`config.mk`:
```
export PLATFORM = sky130hd
export DESIGN_NAME = iterative_booth_multiplier
export DESIGN_NICKNAME = d
export VERILOG_FILES = /design/src/rtl/mult_defs_pkg.sv /design/src/rtl/booth_radix4_select.sv /design/src/rtl/iterative_booth_multiplier.sv
export SDC_FILE = /design/constraint.sdc
export NUM_CORES = 1
export LEC_CHECK = 0
export ABC_AREA = 1
export BUFFER_PORTS_ARGS = -buffer_cell sky130_fd_sc_hd__buf_2
export CAP_MARGIN = 25
export CORE_MARGIN = 1.5
export CORE_UTILIZATION = 45
export DETAILED_ROUTE_END_ITERATION = 16
export PLACE_DENSITY_LB_ADDON = 0.05
export SLEW_MARGIN = 10
export SYNTH_ARGS = -nofsm -noshare
export SYNTH_HDL_FRONTEND = slang
export SYNTH_SLANG_ARGS = --single-unit
```
`constraint.sdc`:
```
create_clock -name clock -period 4.5 [get_ports clock]
set_input_delay 0.675 -clock clock [delete_from_list [all_inputs] [get_ports clock]]
set_output_delay 0.675 -clock clock [all_outputs]
set_load 0.01 [all_outputs]
```
`src/rtl/mult_defs_pkg.sv`:
```
// Shared definitions for the iterative radix-4 Booth multiplier:
// FSM state encodings, datapath widths and a sign-extension helper.
package mult_defs;

    localparam int MULT_WIDTH = 32;
    localparam int MULT_ITERS = 16;
    localparam int ACC_WIDTH  = 34;
    localparam int ITER_W     = $clog2(MULT_ITERS);

    typedef enum logic [1:0] {
        ST_IDLE = 2'd0,
        ST_RUN  = 2'd1,
        ST_DONE = 2'd2
    } mult_state_t;

    // Sign-extend an operand to accumulator width
    function automatic logic signed [ACC_WIDTH-1:0] sext_acc(
        input logic signed [MULT_WIDTH-1:0] v
    );
        return {{(ACC_WIDTH-MULT_WIDTH){v[MULT_WIDTH-1]}}, v};
    endfunction

endpackage

```
`src/rtl/booth_radix4_select.sv`:
```
// Radix-4 Booth digit selector: decodes {m1,m0,guard} into a digit in
// {-2,-1,0,+1,+2} and returns digit*A at accumulator width.
module booth_radix4_select
    import mult_defs::*;
(
    input  logic        [2:0]            booth_bits,
    input  logic signed [MULT_WIDTH-1:0] multiplicand,
    output logic signed [ACC_WIDTH-1:0]  addend
);

    logic signed [ACC_WIDTH-1:0] a_ext;
    logic signed [ACC_WIDTH-1:0] a_dbl;

    assign a_ext = sext_acc(multiplicand);
    // 2*|A| <= 2^32 always fits in the 34-bit signed range
    assign a_dbl = a_ext <<< 1;

    // Map the three recoding bits to the signed multiple of A
    always_comb begin
        addend = '0;
        case (booth_bits)
            3'b001, 3'b010: addend = a_ext;
            3'b011:         addend = a_dbl;
            3'b100:         addend = -a_dbl;
            3'b101, 3'b110: addend = -a_ext;
            default:        addend = '0;
        endcase
    end

endmodule

```
`src/rtl/iterative_booth_multiplier.sv`:
```
// Iterative signed 32x32 multiplier, radix-4 Booth, one digit per cycle.
// A start is accepted in IDLE or DONE; 16 RUN cycles follow, then DONE
// registers the low product word and the overflow flag with a one-cycle
// data_resultRDY pulse.
// Build option: define MULT_SATURATE_EN to clamp data_result to the signed
// 32-bit limits on overflow (data_exception is the same in both builds).
module iterative_booth_multiplier
    import mult_defs::*;
(
    input  logic                  clock,
    input  logic                  reset_n,
    input  logic                  ctrl_mult,
    input  logic [MULT_WIDTH-1:0] data_operandA,
    input  logic [MULT_WIDTH-1:0] data_operandB,
    output logic [MULT_WIDTH-1:0] data_result,
    output logic                  data_exception,
    output logic                  data_resultRDY,
    output logic                  busy
);

    mult_state_t state_q;
    mult_state_t state_d;

    logic [ITER_W-1:0]           iter_q;
    logic signed [MULT_WIDTH-1:0] a_q;
    logic signed [ACC_WIDTH-1:0]  acc_q;
    logic [MULT_WIDTH-1:0]        mult_q;
    logic                         guard_q;

    logic signed [ACC_WIDTH-1:0]  addend;
    logic signed [ACC_WIDTH-1:0]  acc_sum;

    logic start_accept;
    logic last_iter;
    logic load_en;
    logic step_en;
    logic capture_en;
    logic overflow;

`ifdef MULT_SATURATE_EN
    logic neg_q;

    // Clamp to the signed limit matching the true product sign on overflow
    function automatic logic [MULT_WIDTH-1:0] pick_result(
        input logic                  ovf,
        input logic                  neg,
        input logic [MULT_WIDTH-1:0] low
    );
        if (!ovf)
            return low;
        return neg ? {1'b1, {(MULT_WIDTH-1){1'b0}}}
                   : {1'b0, {(MULT_WIDTH-1){1'b1}}};
    endfunction
`else
    // Wrapping build: the low product word is returned as is
    function automatic logic [MULT_WIDTH-1:0] pick_result(
        input logic [MULT_WIDTH-1:0] low
    );
        return low;
    endfunction
`endif

    assign start_accept = ctrl_mult && ((state_q == ST_IDLE) || (state_q == ST_DONE));
    assign last_iter    = (iter_q == ITER_W'(MULT_ITERS - 1));

    booth_radix4_select u_select (
        .booth_bits   ({mult_q[1:0], guard_q}),
        .multiplicand (a_q),
        .addend       (addend)
    );

    assign acc_sum = acc_q + addend;

    // Overflow when P[63:31] is not a pure sign run. P[63:32] is acc_q[31:0];
    // acc_q[33:32] are always copies of acc_q[31] at this point, so testing
    // the whole accumulator gives the same answer.
    assign overflow = !((&{acc_q, mult_q[MULT_WIDTH-1]}) ||
                        (~|{acc_q, mult_q[MULT_WIDTH-1]}));

    // State register
    always_ff @(posedge clock or negedge reset_n) begin
        if (!reset_n)
            state_q <= ST_IDLE;
        else
            state_q <= state_d;
    end

    // Next-state logic; ctrl_mult is ignored while running
    always_comb begin
        state_d = state_q;
        case (state_q)
            ST_IDLE: if (ctrl_mult) state_d = ST_RUN;
            ST_RUN:  if (last_iter) state_d = ST_DONE;
            ST_DONE: state_d = ctrl_mult ? ST_RUN : ST_IDLE;
            default: state_d = ST_IDLE;
        endcase
    end

    // Control outputs decoded from the current state
    always_comb begin
        busy       = (state_q == ST_RUN);
        load_en    = start_accept;
        step_en    = (state_q == ST_RUN);
        capture_en = (state_q == ST_DONE);
    end

    // Datapath: load operands on start, then one Booth step per RUN cycle
    always_ff @(posedge clock or negedge reset_n) begin
        if (!reset_n) begin
            iter_q  <= '0;
            a_q     <= '0;
            acc_q   <= '0;
            mult_q  <= '0;
            guard_q <= 1'b0;
        end else if (load_en) begin
            iter_q  <= '0;
            a_q     <= data_operandA;
            acc_q   <= '0;
            mult_q  <= data_operandB;
            guard_q <= 1'b0;
        end else if (step_en) begin
            iter_q  <= iter_q + 1'b1;
            acc_q   <= acc_sum >>> 2;
            mult_q  <= {acc_sum[1:0], mult_q[MULT_WIDTH-1:2]};
            guard_q <= mult_q[1];
        end
    end

`ifdef MULT_SATURATE_EN
    // Remember the expected product sign for the saturating result
    always_ff @(posedge clock or negedge reset_n) begin
        if (!reset_n)
            neg_q <= 1'b0;
        else if (load_en)
            neg_q <= data_operandA[MULT_WIDTH-1] ^ data_operandB[MULT_WIDTH-1];
    end
`endif

    // Result registers: updated once per operation in DONE, held otherwise
    always_ff @(posedge clock or negedge reset_n) begin
        if (!reset_n) begin
            data_result    <= '0;
            data_exception <= 1'b0;
            data_resultRDY <= 1'b0;
        end else begin
            data_resultRDY <= capture_en;
            if (capture_en) begin
`ifdef MULT_SATURATE_EN
                data_result <= pick_result(overflow, neg_q, mult_q);
`else
                data_result <= pick_result(mult_q);
`endif
                data_exception <= overflow;
            end
        end
    end

endmodule

```
Word level (Yosys, flattened, before mapping)
Cells that the tools add are included.
{ "totals": {"input_bits": 67, "word_cells": 49, "ff_bits": 139} }
{ "classes": {"add_sub_neg": 4, "n_mux": 13, "n_reduce_logical": 12, "eq_ne": 11} }
{ "ops": {"columns": ["op", "count"], "rows": [
  ["$pmux W34 S4", 1],
  ["$mux W34", 2],
  ["$mux W32", 2],
  ["$reduce_and A35 Y1", 1],
  ["$reduce_or A35 Y1", 1],
  ["$add A34 B34 Y34", 1],
  ["$neg A32 Y34", 1],
  ["$neg A33 Y34", 1],
  ["$eq A3 B3 Y1 const B", 3],
  ["$mux W4", 2],
  ["$eq A3 B2 Y1 const B", 2],
  ["$pmux W2 S3", 1],
  ["$add A4 B1 Y4 const B", 1],
  ["$eq A4 B4 Y1 const B", 1],
  ["$mux W2", 2],
  ["$reduce_or A2 Y1", 2],
  ["$eq A3 B1 Y1 const B", 1],
  ["$mux W1", 3],
  ["$eq A2 B1 Y1 const B", 1],
  ["$eq A2 B2 Y1 const B", 1],
  ["$logic_not A1 Y1", 2],
  ["$logic_not A2 Y1", 1],
  ["$logic_or A1 B1 Y1", 2],
  ["$ne A2 B1 Y1 const B", 1],
  ["other kinds (4)", 4]
]} }

Logic depth before layout (Yosys ltp)
{ "depth": {"depth_word": 6, "ltp_mapped": 26, "depth_no_buf": 26} }

Modules after synthesis
A second synthesis with hierarchy kept.
{ "unflattened": {"cells_unflattened": 1443, "area_unflattened_um2": 9625.5} }
{ "modules_own_cells": {"columns": ["mod", "instances", "cells_per_inst", "area_each_um2"], "rows": [
  ["iterative_booth_multiplier", 1, 1049, 7767.4],
  ["booth_radix4_select", 1, 394, 1858.0]
]} }

Worst setup path before layout
No wires, ideal clock.
{ "synth_path": {"kind": "flip-flop to flip-flop", "from": "register a_q[0]", "to": "register acc_q[23]", "path_buffers": 0, "setup_ps": 121, "path_stages_with_launch": 22, "arrival_time_ps": 2813, "setup_slack_ps": 1566, "t_required_ps": 4379, "path_cell_list": "dfrtp_1 inv_1 ha_1 nand3_2 inv_1 nand2_4 nor2_4 nand3_2 nor2_2 xor2_1 inv_1 nand2_1 nand4_1 ha_1 nand2_1 nor2_1 nand2_1 or2_2 nand3_1 nand2_1 nand2_1 o21ai_1"} }
{ "synth_via": {"elab_chain_len": 5} }
{ "synth_lines": {"columns": ["element", "line", "rtl"], "rows": [
  ["start: declaration", "iterative_booth_multiplier.sv:25", "logic signed [MULT_WIDTH-1:0] a_q;"],
  ["start signal: assignment", "iterative_booth_multiplier.sv:117", "a_q <= data_operandA;"],
  ["$neg A33 Y34 or $neg A32 Y34 (tied branches)", "booth_radix4_select.sv:24, booth_radix4_select.sv:25", null],
  ["$pmux W34 S4 (*)", "booth_radix4_select.sv:21", "case (booth_bits)"],
  ["$add A34 B34 Y34 (*)", "iterative_booth_multiplier.sv:72", "assign acc_sum = acc_q + addend;"],
  ["$mux W34 (*)", "iterative_booth_multiplier.sv:121", "end else if (step_en) begin"],
  ["$mux W34 (*)", "iterative_booth_multiplier.sv:115", "end else if (load_en) begin"],
  ["end signal: assignment", "iterative_booth_multiplier.sv:123", "acc_q <= acc_sum >>> 2;"],
  ["end: declaration", "iterative_booth_multiplier.sv:26", "logic signed [ACC_WIDTH-1:0] acc_q;"]
]} }
Every way passes the cells marked *; elsewhere a longest branch is shown, timed or not. The select of a mux whose other input is x is not followed.
A chain may end at the register's enable or synchronous reset.

Final worst setup path
{ "layout_path": {"from": "register a_q[0]", "to": "register acc_q[13]"} }
Same word-level chain as after synthesis.

==> results.md <==
- The run finished with clean final reports.
- The final hold violation count was 0.
- The category of the critical setup timing path is reg -> reg.
- Setup violations remaining at the end of the flow were counted as 0.
- The final-stage net count is 1,466.
- The buffer cell driving the clock tree root is sky130_fd_sc_hd__clkbuf_16.
- The level count of the clock H-tree is 4.
- The TritonCTS buffer count is 17.
- The number of instances in the synthesized netlist is 1,274.
- TritonCTS built the clock tree.
- The number of pins exceeding their max-slew limit in the final report is 0.
- The floorplan step set the die height to 145 um.
- The net count after synthesis is 1,377.
- The worst path meets setup with 0.840 ns of slack.
- Sequential cells were found to cover 37.7% of the synthesized design area.
- The synthesis-to-finish area growth is 14.9%.
- Data on the critical path is required at its endpoint by 4.79 ns.
- In this run the tool buffered the top-level ports with 101 buffer cells.
- The classification of the worst-slack hold path is in -> async.
- Global routing consumed, over all layers together, 26.1% of the routing resources.
- The die boundary width is 145 um.
- The data arrival time of the critical path is 3.95 ns.
- The I/O pin count is 102.
- Along the worst path, the maximum fanout reaches 5.
- Counting flops with a built-in enable in the synthesized netlist gives 0.
- The weighted congestion at the end of routability-driven global placement is 0.913.
- The total global routing overflow is 0.
- Prior to clock tree synthesis, the placed netlist has a worst setup slack of 0.974 ns.
- On the final layout, the worst clock skew is 0.0152 ns.
- The repair_antennas step left the layout with diodes totalling 0.
- The number of max-cap violations is 0.
- The insertion delay of the later-clocked pin in the worst-skew pair is 0.43 ns.
- After clock tree synthesis, the flow added hold-fix buffers numbering 0.
- The clock transition at the register clock pins on the worst setup and hold paths after CTS is 0.07 ns.
- The post-route antenna net violation count is 0.
- The post-layout minimum cycle time is 3.66 ns.
- For this run, design rule violations remaining after detail routing come to 0.
- The estimated wirelength of the detail-placed design is 20.1 mm.
- The post-route setup TNS is 0 ns.
- The largest net degree at the start of global routing is 68.
- For this configuration, the core starts out at a cell density of 46.2%.
- In the synthesized netlist the async set-or-reset flop fraction comes to 100%.
- The post-detailed-route via-to-cell ratio is 5.40.
- The worst setup path is captured at a flop.
- The final critical path takes up 81.3% of the cycle.
- Averaged over all synthesized cells, the footprint is 7.13 um^2.
- Summing every instance area after synthesis gives 0.00909 mm^2.
- For the pin with the worst max-slew slack, the measured transition is 0.918 ns.
- The total wirelength of the detailed-routed design is 26.6 mm.
- The worst setup path is launched from a flop.
- After synthesis the netlist holds a flip-flop and latch count of 137.
- The number of buffers added for setup after CTS is 0.
- After floorplanning, the core was sized to cover 0.0197 mm^2.
- The most common flop cell mapped by yosys is sky130_fd_sc_hd__dfrtp_1.
- Setup repair after global routing left no endpoint under its margin.
- The number of distinct library cell variants in the gate-level netlist after synthesis is 49.
- The utilization of the core after routing is 53.1%.
- The detailed-route wire length per cell is 16.2 um.
- The total number of yosys warnings is 0.
- The number of placement rows is 51.
- The initial antenna violation count is 0.
- The share of post-route cells with drive strength above 1 is 13.6%.
- The floorplan die area is 0.0211 mm^2.
- The clock net in this run drives a total of 137 sinks.
- The total of cells resized after clock tree synthesis is 0.
- The routed layout has 8,860 vias.
- Across all hold checks on the routed design, the worst slack comes to 0.231 ns.
- The number of global-route vias before repair is 8,332.
- The global-route wire length before repair is 44.4 mm.
- The highest clock rate is 0.273 GHz.
- Before antenna repair, the detailed router went through 6 iterations.
- The worst-case headroom to the max-slew limit is 38.8%.
- The largest buffer count on any clock path is 2.
- The number of DRC markers after the initial detailed-route iteration is 925.
cell type report:
| type | count | area, um^2 |
|---|---|---|
| clock inverters | 14 | 155 |
| clock buffers | 18 | 439 |
| well taps | 265 | 332 |
| repair buffers | 112 | 594 |
| inverters | 159 | 597 |
| multi-input cells | 936 | 4900 |
| flip-flops and latches | 137 | 3430 |
| fillers | 2020 | 9210 |
layout by cell type, fill, tap and decap left out, types with 4 or more instances in the layout:
master,instances
sky130_fd_sc_hd__o21bai_1,5
sky130_fd_sc_hd__nand2_1,353
sky130_fd_sc_hd__nor4_1,10
sky130_fd_sc_hd__o2111ai_1,10
sky130_fd_sc_hd__o21ai_0,121
sky130_fd_sc_hd__ha_1,35
sky130_fd_sc_hd__buf_4,11
sky130_fd_sc_hd__clkinv_4,4
sky130_fd_sc_hd__o22ai_1,17
sky130_fd_sc_hd__a21oi_1,56
sky130_fd_sc_hd__xor2_1,20
sky130_fd_sc_hd__o211ai_1,9
sky130_fd_sc_hd__inv_1,145
sky130_fd_sc_hd__o21ai_2,4
sky130_fd_sc_hd__nand2_2,4
sky130_fd_sc_hd__nor2_2,5
sky130_fd_sc_hd__nor2_1,102
sky130_fd_sc_hd__buf_2,100
sky130_fd_sc_hd__nand3_1,71
sky130_fd_sc_hd__inv_8,5
sky130_fd_sc_hd__o21ai_1,4
sky130_fd_sc_hd__dfrtp_1,137
sky130_fd_sc_hd__nand4_1,30
sky130_fd_sc_hd__o221ai_1,26
sky130_fd_sc_hd__clkbuf_16,17
sky130_fd_sc_hd__inv_2,14
sky130_fd_sc_hd__nor3_1,12
sky130_fd_sc_hd__nor2_4,6
flip-flops by register name (all words and copies together), names as in the netlist:
signal / flops
a_q: 32
acc_q: 32
data_result: 32
mult_q: 32
iter_q: 4
state_q: 2
data_exception: 1
data_resultRDY: 1
guard_q: 1
critical path, stage by stage, from the launching register on:
cell                      delay (ns)
sky130_fd_sc_hd__dfrtp_1        0.44
sky130_fd_sc_hd__inv_1          0.15
sky130_fd_sc_hd__ha_1           0.21
sky130_fd_sc_hd__nand3_2        0.11
sky130_fd_sc_hd__inv_1          0.12
sky130_fd_sc_hd__nand4_1        0.22
sky130_fd_sc_hd__xor2_1         0.24
sky130_fd_sc_hd__o22ai_1        0.09
sky130_fd_sc_hd__a21oi_1        0.13
sky130_fd_sc_hd__o21ai_0        0.17
sky130_fd_sc_hd__ha_1           0.39
sky130_fd_sc_hd__a21oi_1        0.29
sky130_fd_sc_hd__o21ai_0        0.17
sky130_fd_sc_hd__a21oi_1        0.14
sky130_fd_sc_hd__nand2_1        0.16
sky130_fd_sc_hd__o21ai_0        0.34
sky130_fd_sc_hd__o21ai_0        0.14
per-stage QoR:
stage | instance area (um^2) | cells
after floorplan | 9090 | 1274
after global placement | 9850 | 1609
after detailed placement | 9850 | 1609
after CTS | 10400 | 1641
after global routing | 10400 | 1641
final | 10400 | 1641
metal layers:
| metal | wire, um | global-route usage [%] | up-vias |
|---|---|---|---|
| met5 | 0 | 0 | - |
| li1 | - | - | 4443 |
| met3 | 1390 | 3.52 | 17 |
| met4 | 251 | 4.95 | 0 |
| met2 | 11600 | 38.9 | 270 |
| met1 | 13400 | 40.3 | 4130 |
final timing paths:
| kind | startpoint | end | slack, ns | cells after the start |
|---|---|---|---|---|
| min in group clock | data_operandA[24] | a_q[24]$_DFFE_PN0P_ | 0.45 | 3 |
| worst max register to register | a_q[0]$_DFFE_PN0P_ | acc_q[13]$_DFFE_PN0P_ | 0.84 | 16 |
| max in group asynchronous | reset_n | a_q[18]$_DFFE_PN0P_ | 3.31 | 2 |
| worst min-delay path | reset_n | data_result[17]$_DFFE_PN0P_ | 0.23 | 1 |
| worst min register to register | iter_q[3]$_DFFE_PN0P_ | iter_q[3]$_DFFE_PN0P_ | 0.47 | 1 |
| worst max-delay path | a_q[0]$_DFFE_PN0P_ | acc_q[13]$_DFFE_PN0P_ | 0.84 | 16 |
synth_stat cells, types with 2 or more instances:
cell,n,share of area (%)
sky130_fd_sc_hd__nand2_1,353,15
sky130_fd_sc_hd__inv_1,146,6.0
sky130_fd_sc_hd__dfrtp_1,137,38
sky130_fd_sc_hd__o21ai_0,121,6.7
sky130_fd_sc_hd__nor2_1,102,4.2
sky130_fd_sc_hd__nand3_1,71,3.9
sky130_fd_sc_hd__a21oi_1,56,3.1
sky130_fd_sc_hd__ha_1,35,4.8
sky130_fd_sc_hd__clkbuf_1,33,1.4
sky130_fd_sc_hd__nand4_1,30,2.1
sky130_fd_sc_hd__o221ai_1,26,2.5
sky130_fd_sc_hd__xor2_1,20,1.9
sky130_fd_sc_hd__o22ai_1,17,1.2
sky130_fd_sc_hd__inv_2,13,0.54
sky130_fd_sc_hd__nor3_1,12,0.66
sky130_fd_sc_hd__nor4_1,10,0.69
sky130_fd_sc_hd__o2111ai_1,10,0.96
sky130_fd_sc_hd__o211ai_1,9,0.74
sky130_fd_sc_hd__nor2_4,6,0.74
sky130_fd_sc_hd__nor2_2,5,0.34
sky130_fd_sc_hd__o21bai_1,5,0.41
sky130_fd_sc_hd__buf_1,4,0.17
sky130_fd_sc_hd__buf_2,4,0.22
sky130_fd_sc_hd__nand2_2,4,0.28
sky130_fd_sc_hd__o21ai_1,4,0.22
sky130_fd_sc_hd__o21ai_2,4,0.39
sky130_fd_sc_hd__a21o_1,3,0.25
sky130_fd_sc_hd__nand2_4,3,0.37
sky130_fd_sc_hd__nand3b_1,3,0.25
sky130_fd_sc_hd__a31oi_1,2,0.14
sky130_fd_sc_hd__and2_1,2,0.14
sky130_fd_sc_hd__and3_1,2,0.14
sky130_fd_sc_hd__nand3_2,2,0.22
sky130_fd_sc_hd__o21a_1,2,0.17
sky130_fd_sc_hd__o31ai_1,2,0.17
sky130_fd_sc_hd__or2_2,2,0.14
sky130_fd_sc_hd__xnor2_1,2,0.19
logic make-up after synthesis:
logic type,Yosys count,synth area share [%]
AND/OR/NAND/NOR,611,29.3
adder cells (fa/ha/maj),36,5.04
flip-flops,137,37.7
AO/OA/AOI/OAI,267,17.4
buffers and inverters,201,8.40
XOR/XNOR,22,2.12
Power is left out: the tool's default activity adds up to more than one toggle a clock period on the data nets, which glitch-free logic cannot reach.
